<file path="src/rtl/uart_rx_ctrl_if.sv">
// Bundle between the UART RX controller and the rest of the receive path:
// frame configuration going in, deserializer controls and status coming out.
interface uart_rx_ctrl_if;
  logic       par_en;
  logic       par_typ;
  logic [5:0] prescale;
  logic       sampled_bit;
  logic       deser_en;
  logic [5:0] edge_count;
  logic [3:0] bit_count;
  logic       data_valid;
  logic       par_err;
  logic       stp_err;

  modport master (
    input  par_en, par_typ, prescale,
    output sampled_bit, deser_en, edge_count, bit_count,
           data_valid, par_err, stp_err
  );

  modport slave (
    output par_en, par_typ, prescale,
    input  sampled_bit, deser_en, edge_count, bit_count,
           data_valid, par_err, stp_err
  );
endinterface

</file>
<file path="src/rtl/uart_rx_ctrl.sv">
// UART receive controller: line synchronizer, start detection, per-bit edge
// timing, 2-of-3 majority sampling and start/parity/stop checking.
//
// state  | meaning
// -------+------------------------------------------------------------
// IDLE   | line idle, counters held at 0, waiting for a low line
// START  | start bit; a high sample at bit end is a glitch -> IDLE
// DATA   | data bits 1..DATA_WIDTH, deserializer enabled
// PARITY | parity bit, compared against running XOR at bit end
// STOP   | stop bit, a low sample flags a stop error
// DONE   | single cycle, data_valid pulses for a clean frame
module uart_rx_ctrl #(
  parameter int DATA_WIDTH = 8
) (
  input  logic           clk,
  input  logic           rst_n,
  input  logic           rx_in,
  uart_rx_ctrl_if.master bus
);

  typedef enum logic [2:0] {
    S_IDLE, S_START, S_DATA, S_PARITY, S_STOP, S_DONE
  } state_t;

  state_t     state_q, state_d;
  logic       sync1_q, sync1_d;
  logic       rx_s_q, rx_s_d;
  logic [5:0] edge_q, edge_d;
  logic [3:0] bit_q, bit_d;
  logic [2:0] samp_q, samp_d;
  logic       sampled_q, sampled_d;
  logic       par_acc_q, par_acc_d;
  logic       par_err_q, par_err_d;
  logic       stp_err_q, stp_err_d;
  logic       dv_q, dv_d;
  logic       deser_en_q, deser_en_d;

  logic [5:0] half;
  logic [5:0] last;
  logic       bit_end;

  assign half    = {1'b0, bus.prescale[5:1]};
  assign last    = bus.prescale - 6'd1;
  assign bit_end = (edge_q == last);

  // Next-state, counter, sampling and flag logic.
  always_comb begin
    state_d    = state_q;
    sync1_d    = rx_in;
    rx_s_d     = sync1_q;
    edge_d     = edge_q;
    bit_d      = bit_q;
    samp_d     = samp_q;
    sampled_d  = sampled_q;
    par_acc_d  = par_acc_q;
    par_err_d  = par_err_q;
    stp_err_d  = stp_err_q;

    if (state_q != S_IDLE) begin
      if (bit_end) begin
        edge_d = 6'd0;
        bit_d  = bit_q + 4'd1;
      end else begin
        edge_d = edge_q + 6'd1;
      end
      if (edge_q == half - 6'd2) samp_d[0] = rx_s_q;
      if (edge_q == half - 6'd1) samp_d[1] = rx_s_q;
      if (edge_q == half)        samp_d[2] = rx_s_q;
      if (edge_q == half + 6'd1)
        sampled_d = (samp_q[0] & samp_q[1]) | (samp_q[0] & samp_q[2]) |
                    (samp_q[1] & samp_q[2]);
    end

    case (state_q)
      S_IDLE: begin
        edge_d = 6'd0;
        bit_d  = 4'd0;
        if (!rx_s_q) begin
          state_d   = S_START;
          par_acc_d = 1'b0;
          par_err_d = 1'b0;
          stp_err_d = 1'b0;
        end
      end
      S_START: begin
        if (bit_end) begin
          if (!sampled_q) begin
            state_d = S_DATA;
          end else begin
            state_d = S_IDLE;
            edge_d  = 6'd0;
            bit_d   = 4'd0;
          end
        end
      end
      S_DATA: begin
        if (bit_end) begin
          par_acc_d = par_acc_q ^ sampled_q;
          if (bit_q == 4'(DATA_WIDTH))
            state_d = bus.par_en ? S_PARITY : S_STOP;
        end
      end
      S_PARITY: begin
        if (bit_end) begin
          par_err_d = (sampled_q != (par_acc_q ^ bus.par_typ));
          state_d   = S_STOP;
        end
      end
      S_STOP: begin
        if (bit_end) begin
          stp_err_d = ~sampled_q;
          state_d   = S_DONE;
        end
      end
      S_DONE: begin
        state_d = S_IDLE;
        edge_d  = 6'd0;
        bit_d   = 4'd0;
      end
      default: begin
        state_d = S_IDLE;
        edge_d  = 6'd0;
        bit_d   = 4'd0;
      end
    endcase

    // Outputs are registered, so they are derived from the next state.
    deser_en_d = (state_d == S_DATA);
    dv_d       = (state_q == S_STOP) && (state_d == S_DONE) &&
                 !par_err_d && !stp_err_d;
  end

  // State and output registers with asynchronous reset.
  always_ff @(posedge clk or negedge rst_n) begin
    if (!rst_n) begin
      state_q    <= S_IDLE;
      sync1_q    <= 1'b1;
      rx_s_q     <= 1'b1;
      edge_q     <= 6'd0;
      bit_q      <= 4'd0;
      samp_q     <= 3'b111;
      sampled_q  <= 1'b1;
      par_acc_q  <= 1'b0;
      par_err_q  <= 1'b0;
      stp_err_q  <= 1'b0;
      dv_q       <= 1'b0;
      deser_en_q <= 1'b0;
    end else begin
      state_q    <= state_d;
      sync1_q    <= sync1_d;
      rx_s_q     <= rx_s_d;
      edge_q     <= edge_d;
      bit_q      <= bit_d;
      samp_q     <= samp_d;
      sampled_q  <= sampled_d;
      par_acc_q  <= par_acc_d;
      par_err_q  <= par_err_d;
      stp_err_q  <= stp_err_d;
      dv_q       <= dv_d;
      deser_en_q <= deser_en_d;
    end
  end

  assign bus.sampled_bit = sampled_q;
  assign bus.deser_en    = deser_en_q;
  assign bus.edge_count  = edge_q;
  assign bus.bit_count   = bit_q;
  assign bus.data_valid  = dv_q;
  assign bus.par_err     = par_err_q;
  assign bus.stp_err     = stp_err_q;

endmodule

</file>
<file path="src/flat_wrapper.sv">
// flat-port wrapper written by rule: the top's interface ports become plain ports
module uart_rx_ctrl_flat 
#(
  parameter int DATA_WIDTH = 8
)
  (clk, rst_n, rx_in, bus_par_en, bus_par_typ, bus_prescale, bus_sampled_bit, bus_deser_en, bus_edge_count, bus_bit_count, bus_data_valid, bus_par_err, bus_stp_err);
  uart_rx_ctrl_if bus_i ();
  input  logic clk;
  input  logic rst_n;
  input  logic rx_in;
  input wire logic [$bits(bus_i.par_en)-1:0] bus_par_en;
  input wire logic [$bits(bus_i.par_typ)-1:0] bus_par_typ;
  input wire logic [$bits(bus_i.prescale)-1:0] bus_prescale;
  output wire logic [$bits(bus_i.sampled_bit)-1:0] bus_sampled_bit;
  output wire logic [$bits(bus_i.deser_en)-1:0] bus_deser_en;
  output wire logic [$bits(bus_i.edge_count)-1:0] bus_edge_count;
  output wire logic [$bits(bus_i.bit_count)-1:0] bus_bit_count;
  output wire logic [$bits(bus_i.data_valid)-1:0] bus_data_valid;
  output wire logic [$bits(bus_i.par_err)-1:0] bus_par_err;
  output wire logic [$bits(bus_i.stp_err)-1:0] bus_stp_err;
  assign bus_i.par_en = bus_par_en;
  assign bus_i.par_typ = bus_par_typ;
  assign bus_i.prescale = bus_prescale;
  assign bus_sampled_bit = bus_i.sampled_bit;
  assign bus_deser_en = bus_i.deser_en;
  assign bus_edge_count = bus_i.edge_count;
  assign bus_bit_count = bus_i.bit_count;
  assign bus_data_valid = bus_i.data_valid;
  assign bus_par_err = bus_i.par_err;
  assign bus_stp_err = bus_i.stp_err;
  uart_rx_ctrl #(.DATA_WIDTH(DATA_WIDTH)) u_core (.clk(clk), .rst_n(rst_n), .rx_in(rx_in), .bus(bus_i));
endmodule
</file>
<file path="config.mk">
export PLATFORM = sky130hd
export DESIGN_NAME = uart_rx_ctrl_flat
export DESIGN_NICKNAME = d
export VERILOG_FILES = /design/src/rtl/uart_rx_ctrl_if.sv /design/src/rtl/uart_rx_ctrl.sv /design/src/flat_wrapper.sv
export SDC_FILE = /design/constraint.sdc
export NUM_CORES = 1
export LEC_CHECK = 0
export CORE_MARGIN = 2
export CORE_UTILIZATION = 40
export CTS_CLUSTER_SIZE = 12
export DETAILED_ROUTE_END_ITERATION = 8
export PLACE_DENSITY = 0.74
export REMOVE_ABC_BUFFERS = 1
export SYNTH_ARGS = -nofsm -noshare
export SYNTH_HDL_FRONTEND = slang
export SYNTH_SLANG_ARGS = --single-unit
</file>
<file path="constraint.sdc">
create_clock -name clk -period 1.8 [get_ports clk]
set_input_delay 0.54 -clock clk [delete_from_list [all_inputs] [get_ports clk]]
set_output_delay 0.54 -clock clk [all_outputs]
set_load 0.01 [all_outputs]
</file>
# Yosys cells after proc, flatten, opt, wreduce, memory -nomap -nowiden
# Index checks and enable logic that the tools add are counted.
dict set report op_classes {
  add_sub_neg 6
  n_eq_ne 15
  muxes 28
  bitwise 8
  n_reduce_logical 14
}
# operator n
set op_table {}
lappend op_table {{$eq A6 B6 Y1} 4}
lappend op_table {{$mux W6} 4}
lappend op_table {{$mux W3} 7}
lappend op_table {{$mux W4} 4}
lappend op_table {{$pmux W3 S5} 1}
lappend op_table {{$pmux W6 S2} 1}
lappend op_table {{$eq A3 B2 Y1 const B} 3}
lappend op_table {{$pmux W4 S2} 1}
lappend op_table {{$reduce_and A2 Y1} 4}
lappend op_table {{$add A5 B1 Y6 const B} 1}
lappend op_table {{$add A6 B1 Y6 const B} 1}
lappend op_table {{$eq A3 B3 Y1 const B} 2}
lappend op_table {{$eq A6 B5 Y1} 1}
lappend op_table {{$mux W1} 6}
lappend op_table {{$pmux W1 S2} 3}
lappend op_table {{$sub A5 B1 Y6 const B} 1}
lappend op_table {{$sub A5 B2 Y6 const B} 1}
lappend op_table {{$sub A6 B1 Y6 const B} 1}
lappend op_table {{$add A4 B1 Y4 const B} 1}
lappend op_table {{$eq A4 B4 Y1 const B} 1}
lappend op_table {{$and A1 B1 Y1} 3}
lappend op_table {{$eq A3 B1 Y1 const B} 1}
lappend op_table {{$logic_and A1 B1 Y1} 3}
lappend op_table {{$logic_not A3 Y1} 1}
lappend op_table {{other kinds (12)} 15}
dict set report word_totals {
  regBits 24
  inputBits 11
  elab_cells 85
}

# Depth between registers and ports, before layout
dict set report depth {
  depth_word 8
  depth_mapped 10
  depth_no_buf 8
}

# Least setup slack after synthesis
# No wires, ideal clock.
dict set report synth_path {
  path_type {input port to flip-flop}
  start {input bus_prescale[3]}
  end {register u_core.samp_q[1]}
  t_arrival_ps 2211
  required_ps 1718
  slack_ps -493
  cell_stages 9
  path_buffers 1
  cell_sequence {buf_6 inv_1 ha_1 a21boi_0 nand3b_1 a21oi_1 a21oi_1 a221o_1 mux2_2}
}
dict set report synth_via {
  elab_chain_cells 3
}
# element line
set synth_lines {}
lappend synth_lines {{start, declared} flat_wrapper.sv:13} ;# input wire logic [$bits(bus_i.prescale)-1:0] bus_prescale;
lappend synth_lines {{$sub A5 B1 Y6} uart_rx_ctrl.sv:67} ;# if (edge_q == half - 6'd1) samp_d[1] = rx_s_q;
lappend synth_lines {{$eq A6 B6 Y1} uart_rx_ctrl.sv:67}
lappend synth_lines {{$reduce_and A2 Y1 (no line)} -}
lappend synth_lines {{end signal, assigned} uart_rx_ctrl.sv:154} ;# samp_q <= samp_d;
lappend synth_lines {{end, declared} uart_rx_ctrl.sv:30} ;# logic [2:0] samp_q, samp_d;
# Every way passes these cells.
# A chain may end at the register's enable or synchronous reset.

# Final worst setup path
dict set report layout_path {
  start {input bus_prescale[3]}
  end {register u_core.bit_q[3], in the netlist u_core.bus.bit_count[3]}
}
dict set report layout_via {
  elab_chain_cells 7
}
# element line
set layout_lines {}
lappend layout_lines {{$sub A6 B1 Y6 (*)} uart_rx_ctrl.sv:43} ;# assign last = bus.prescale - 6'd1;
lappend layout_lines {{$eq A6 B6 Y1 (*)} uart_rx_ctrl.sv:44} ;# assign bit_end = (edge_q == last);
lappend layout_lines {{$mux W4} uart_rx_ctrl.sv:60} ;# if (bit_end) begin
lappend layout_lines {{$mux W4} uart_rx_ctrl.sv:59} ;# if (state_q != S_IDLE) begin
lappend layout_lines {{$mux W4} uart_rx_ctrl.sv:87} ;# if (!sampled_q) begin
lappend layout_lines {{$mux W4} uart_rx_ctrl.sv:86} ;# if (bit_end) begin
lappend layout_lines {{$pmux W4 S2 (*)} uart_rx_ctrl.sv:74} ;# case (state_q)
lappend layout_lines {{via u_core.bit_d[3]} uart_rx_ctrl.sv:29} ;# logic [3:0] bit_q, bit_d;
lappend layout_lines {{end signal, assigned} uart_rx_ctrl.sv:153} ;# bit_q <= bit_d;
lappend layout_lines {{end, declared} uart_rx_ctrl.sv:29}
# Mark *: on every way through the listed nets, which the timed path passes. The rest lies on a longest branch.

==> reports/qor.yml <==
first_global_vias: 1762
viasPerCell: 5.64
cts_tree: "done"
synth_top_area_share_pct: 24.9
violations: "setup timing"
numCtsBuffers: 3
clock.fmax_mhz: 493
worstSetupPathType: "primary input to register"
worst_slew_pin_slew_ns: 0.371
worstSkewPairLatency_ns: 0.27
synthArstFlopShare_pct: 100
numClockSinks: 24
gp_congestion: 0.934
critPathTopFamily: "simple AND/OR/NAND/NOR gates"
ant_nets: 0
grt-ovfl-total: 0
avgSynthCellArea_um2: 8.82
crit_chain: "buf_6, buf_6, xnor2_2, a21oi_1, nor4_4, nand3_4, or4_4, a21oi_2"
dpl.hpwl_um: 3430
floorplan.die.height_um: 71.2
power_leakage_nw: 1.29
first_pass_iters: 4
dp.cells: 308
area_delta_synth_final_pct: 62.2
worstReg2RegEnd: "u_core.bus.bit_count[3]"
syn_inst: 205
clockBufferDepth: 2
crit_path_start: "bus_prescale[3]"
wl_per_cell_um: 17.4
fin_skew_ns: 0.00456
crit_slowest_cell: "or4_4"
dieArea_um2: 5070
crit_path_max_fanout: 7
period_minus_slack_ns: 2.03
ir_worst_vdd_mv: 0.548
ys_types: 44
hold_viol_final: 0
synth_edf_count: 0
htree_levels: 1
setup_ws_ns: -0.229
yosys-top-cells-count: "18 x dfrtp_1, 16 x xnor2_1, 14 x a21oi_1, 14 x nor2_1"
crit_buf_inv: 2
hold_path.class: "register to register"
layout.nets: 299
drive_above_1_share_pct: 42.2
antenna_found_initial: 0
synth_area_leaders: "dfrtp_1 25%, dfstp_2 8.7%, xnor2_1 7.8%"
cpPeakStageDelay_ns: 0.51
status: "finished, violations left"
port_buffers: 25
drv_cap: 0
crit_end: "u_core.bus.bit_count[3]"
fin_util_pct: 67.4
end_kind: "register"
cp.depth: 8
synth_warnings: 0
p_per_area_nw_per_um2: 1140
start_kind: "primary input"
clk_pin_slew_ns: 0.09
yosysMostFrequentCell: "dfrtp_1"
grt_pass1_wl_um: 8620
start_util_pct: 41.5
synth_top_flop_cell: "dfrtp_1"
cpMostUsedCell: "buf_6"
grt_max_degree: 25
ys_seq_area_share_pct: 33.6
ys_ff_latch: 24
die_w_um: 71.2
setup_viol: 18
required_ns: 2.00
drcViolationCount: 0
rsz0062_at_grt: "true"
track_usage_pct: 21.2
rows: 24
root_buffer: "clkbuf_8"
p_total_mw: 3.34
fin_cells: 329
drtIter0Drc: 127
antenna_cells: 0
drv_slew: 0
routed_wl_um: 5720
rr_startpoint: "u_core.bus.edge_count[3]"
core-area_um2: 4350
cp.arrival_ns: 2.23
ff2ff_setup_slack_ns: -0.18
io-pin-count: 26
rr_worst_depth: 6
netlist_area_um2: 1810
finalCritPeriodShare_pct: 113
synth_top_area_cell: "dfrtp_1"
num_vias: 1857
relSlewSlack_pct: 75.3
==> worst register-to-register path: stages (launching register included) <==
cell and delay (ns):
dfrtp_1 0.45, xnor2_2 0.18, a21oi_1 0.09, nor4_4 0.36
nand3_4 0.17, or4_4 0.51, a21oi_2 0.14
==> kinds of logic after synthesis <==
| family | after synthesis | share of synthesized area, % |
|---|---|---|
| xor gates and xnor gates | 26 | 12.6 |
| DFF | 24 | 33.6 |
| adders and majority gates | 11 | 7.47 |
| muxes | 8 | 4.71 |
| and+or+nand+nor | 73 | 22.8 |
| buffers and inverters | 23 | 5.61 |
| AOI/OAI and AO/OA | 40 | 13.1 |
==> power breakdown <==
part | total [mW] | switching [mW] | internal (mW)
sequential | 0.825 | 0.110 | 0.715
combinational | 2.14 | 1.11 | 1.03
clock | 0.375 | 0.180 | 0.195
total | 3.34 | 1.40 | 1.94
==> layout by cell type, fill, tap and decap left out, drive strengths merged, types with 2 or more instances in the layout <==
cell type / count
a21boi: 2
a21oi: 14
a31oi: 2
and3: 4
buf: 61
clkbuf: 4
clkdlybuf4s50: 11
dfrtp: 18
dfstp: 6
dlygate4sd2: 6
dlymetal6s2s: 2
ha: 10
inv: 11
mux2: 4
mux2i: 4
nand2: 13
nand2b: 4
nand3: 11
nand4: 5
nor2: 14
nor2b: 3
nor3: 3
nor4: 6
o21ai: 13
o31ai: 3
or3: 2
or4: 2
xnor2: 16
xor2: 10
==> through the flow <==
step / TNS, ns / setup WS (ns) / hold WS, ns / cell area (um^2)
after CTS: -0.535 / -0.167 / 0.361 / 2680
after detailed placement: -18.86 / -1.05 / 0.348 / 2350
final: -1.40 / -0.229 / 0.364 / 2930
after global routing: -2.62 / -0.273 / 0.372 / 2930
after global placement: -17.45 / -1.00 / 0.347 / 2350
after floorplan: -5.85 / -0.591 / 0.244 / 1750
==> layer usage <==
layer	vias up	global-route usage [%]	part of all wire [%]
met3	10	3.80	4.7
met5	-	0	0
met2	57	35.8	51
met1	918	28.9	43
met4	0	3.56	1.4
li1	872	-	-
==> worst min-delay path by stage <==
stage / startpoint / endpoint / slack, ns / depth (start not counted)
5_1_grt: u_core.rx_s_d / u_core.rx_s_q / 0.37 / 0
2_1_floorplan: rst_n / u_core.bus.bit_count[0] / 0.24 / 0
3_5_place_dp: u_core.rx_s_d / u_core.rx_s_q / 0.35 / 0
4_1_cts: u_core.rx_s_d / u_core.rx_s_q / 0.36 / 0
3_3_place_gp: u_core.rx_s_d / u_core.rx_s_q / 0.35 / 0
6_report: u_core.rx_s_d / u_core.rx_s_q / 0.36 / 0
==> registers in the layout, indices dropped and copies added (netlist names) <==
name	cells
u_core.bus.data_valid	1
u_core.bus.par_err	1
u_core.state_q	3
u_core.par_acc_q	1
u_core.bus.stp_err	1
u_core.bus.bit_count	4
u_core.bus.deser_en	1
u_core.rx_s_d	1
u_core.bus.sampled_bit	1
u_core.samp_q	3
u_core.bus.edge_count	6
u_core.rx_s_q	1
==> final cells by class <==
type                    instances  area [um^2]
flip-flops and latches         24          608
well taps                      52         65.1
repair buffers                 80          694
fillers                       325         1420
inverters                      11         61.3
multi-input cells             158         1450
clock buffers                   4         55.1
==> what timing repair did <==
item | CTS | global route
hold buffers | 0 | 0
buffers inserted | 8 | 13
gates cloned | 1 | 0
endpoints found under the setup margin | 29 | 24
pin swaps | 18 | 19
gates resized for setup | 82 | 47
Note: power is estimated with default switching activity, not from simulation.
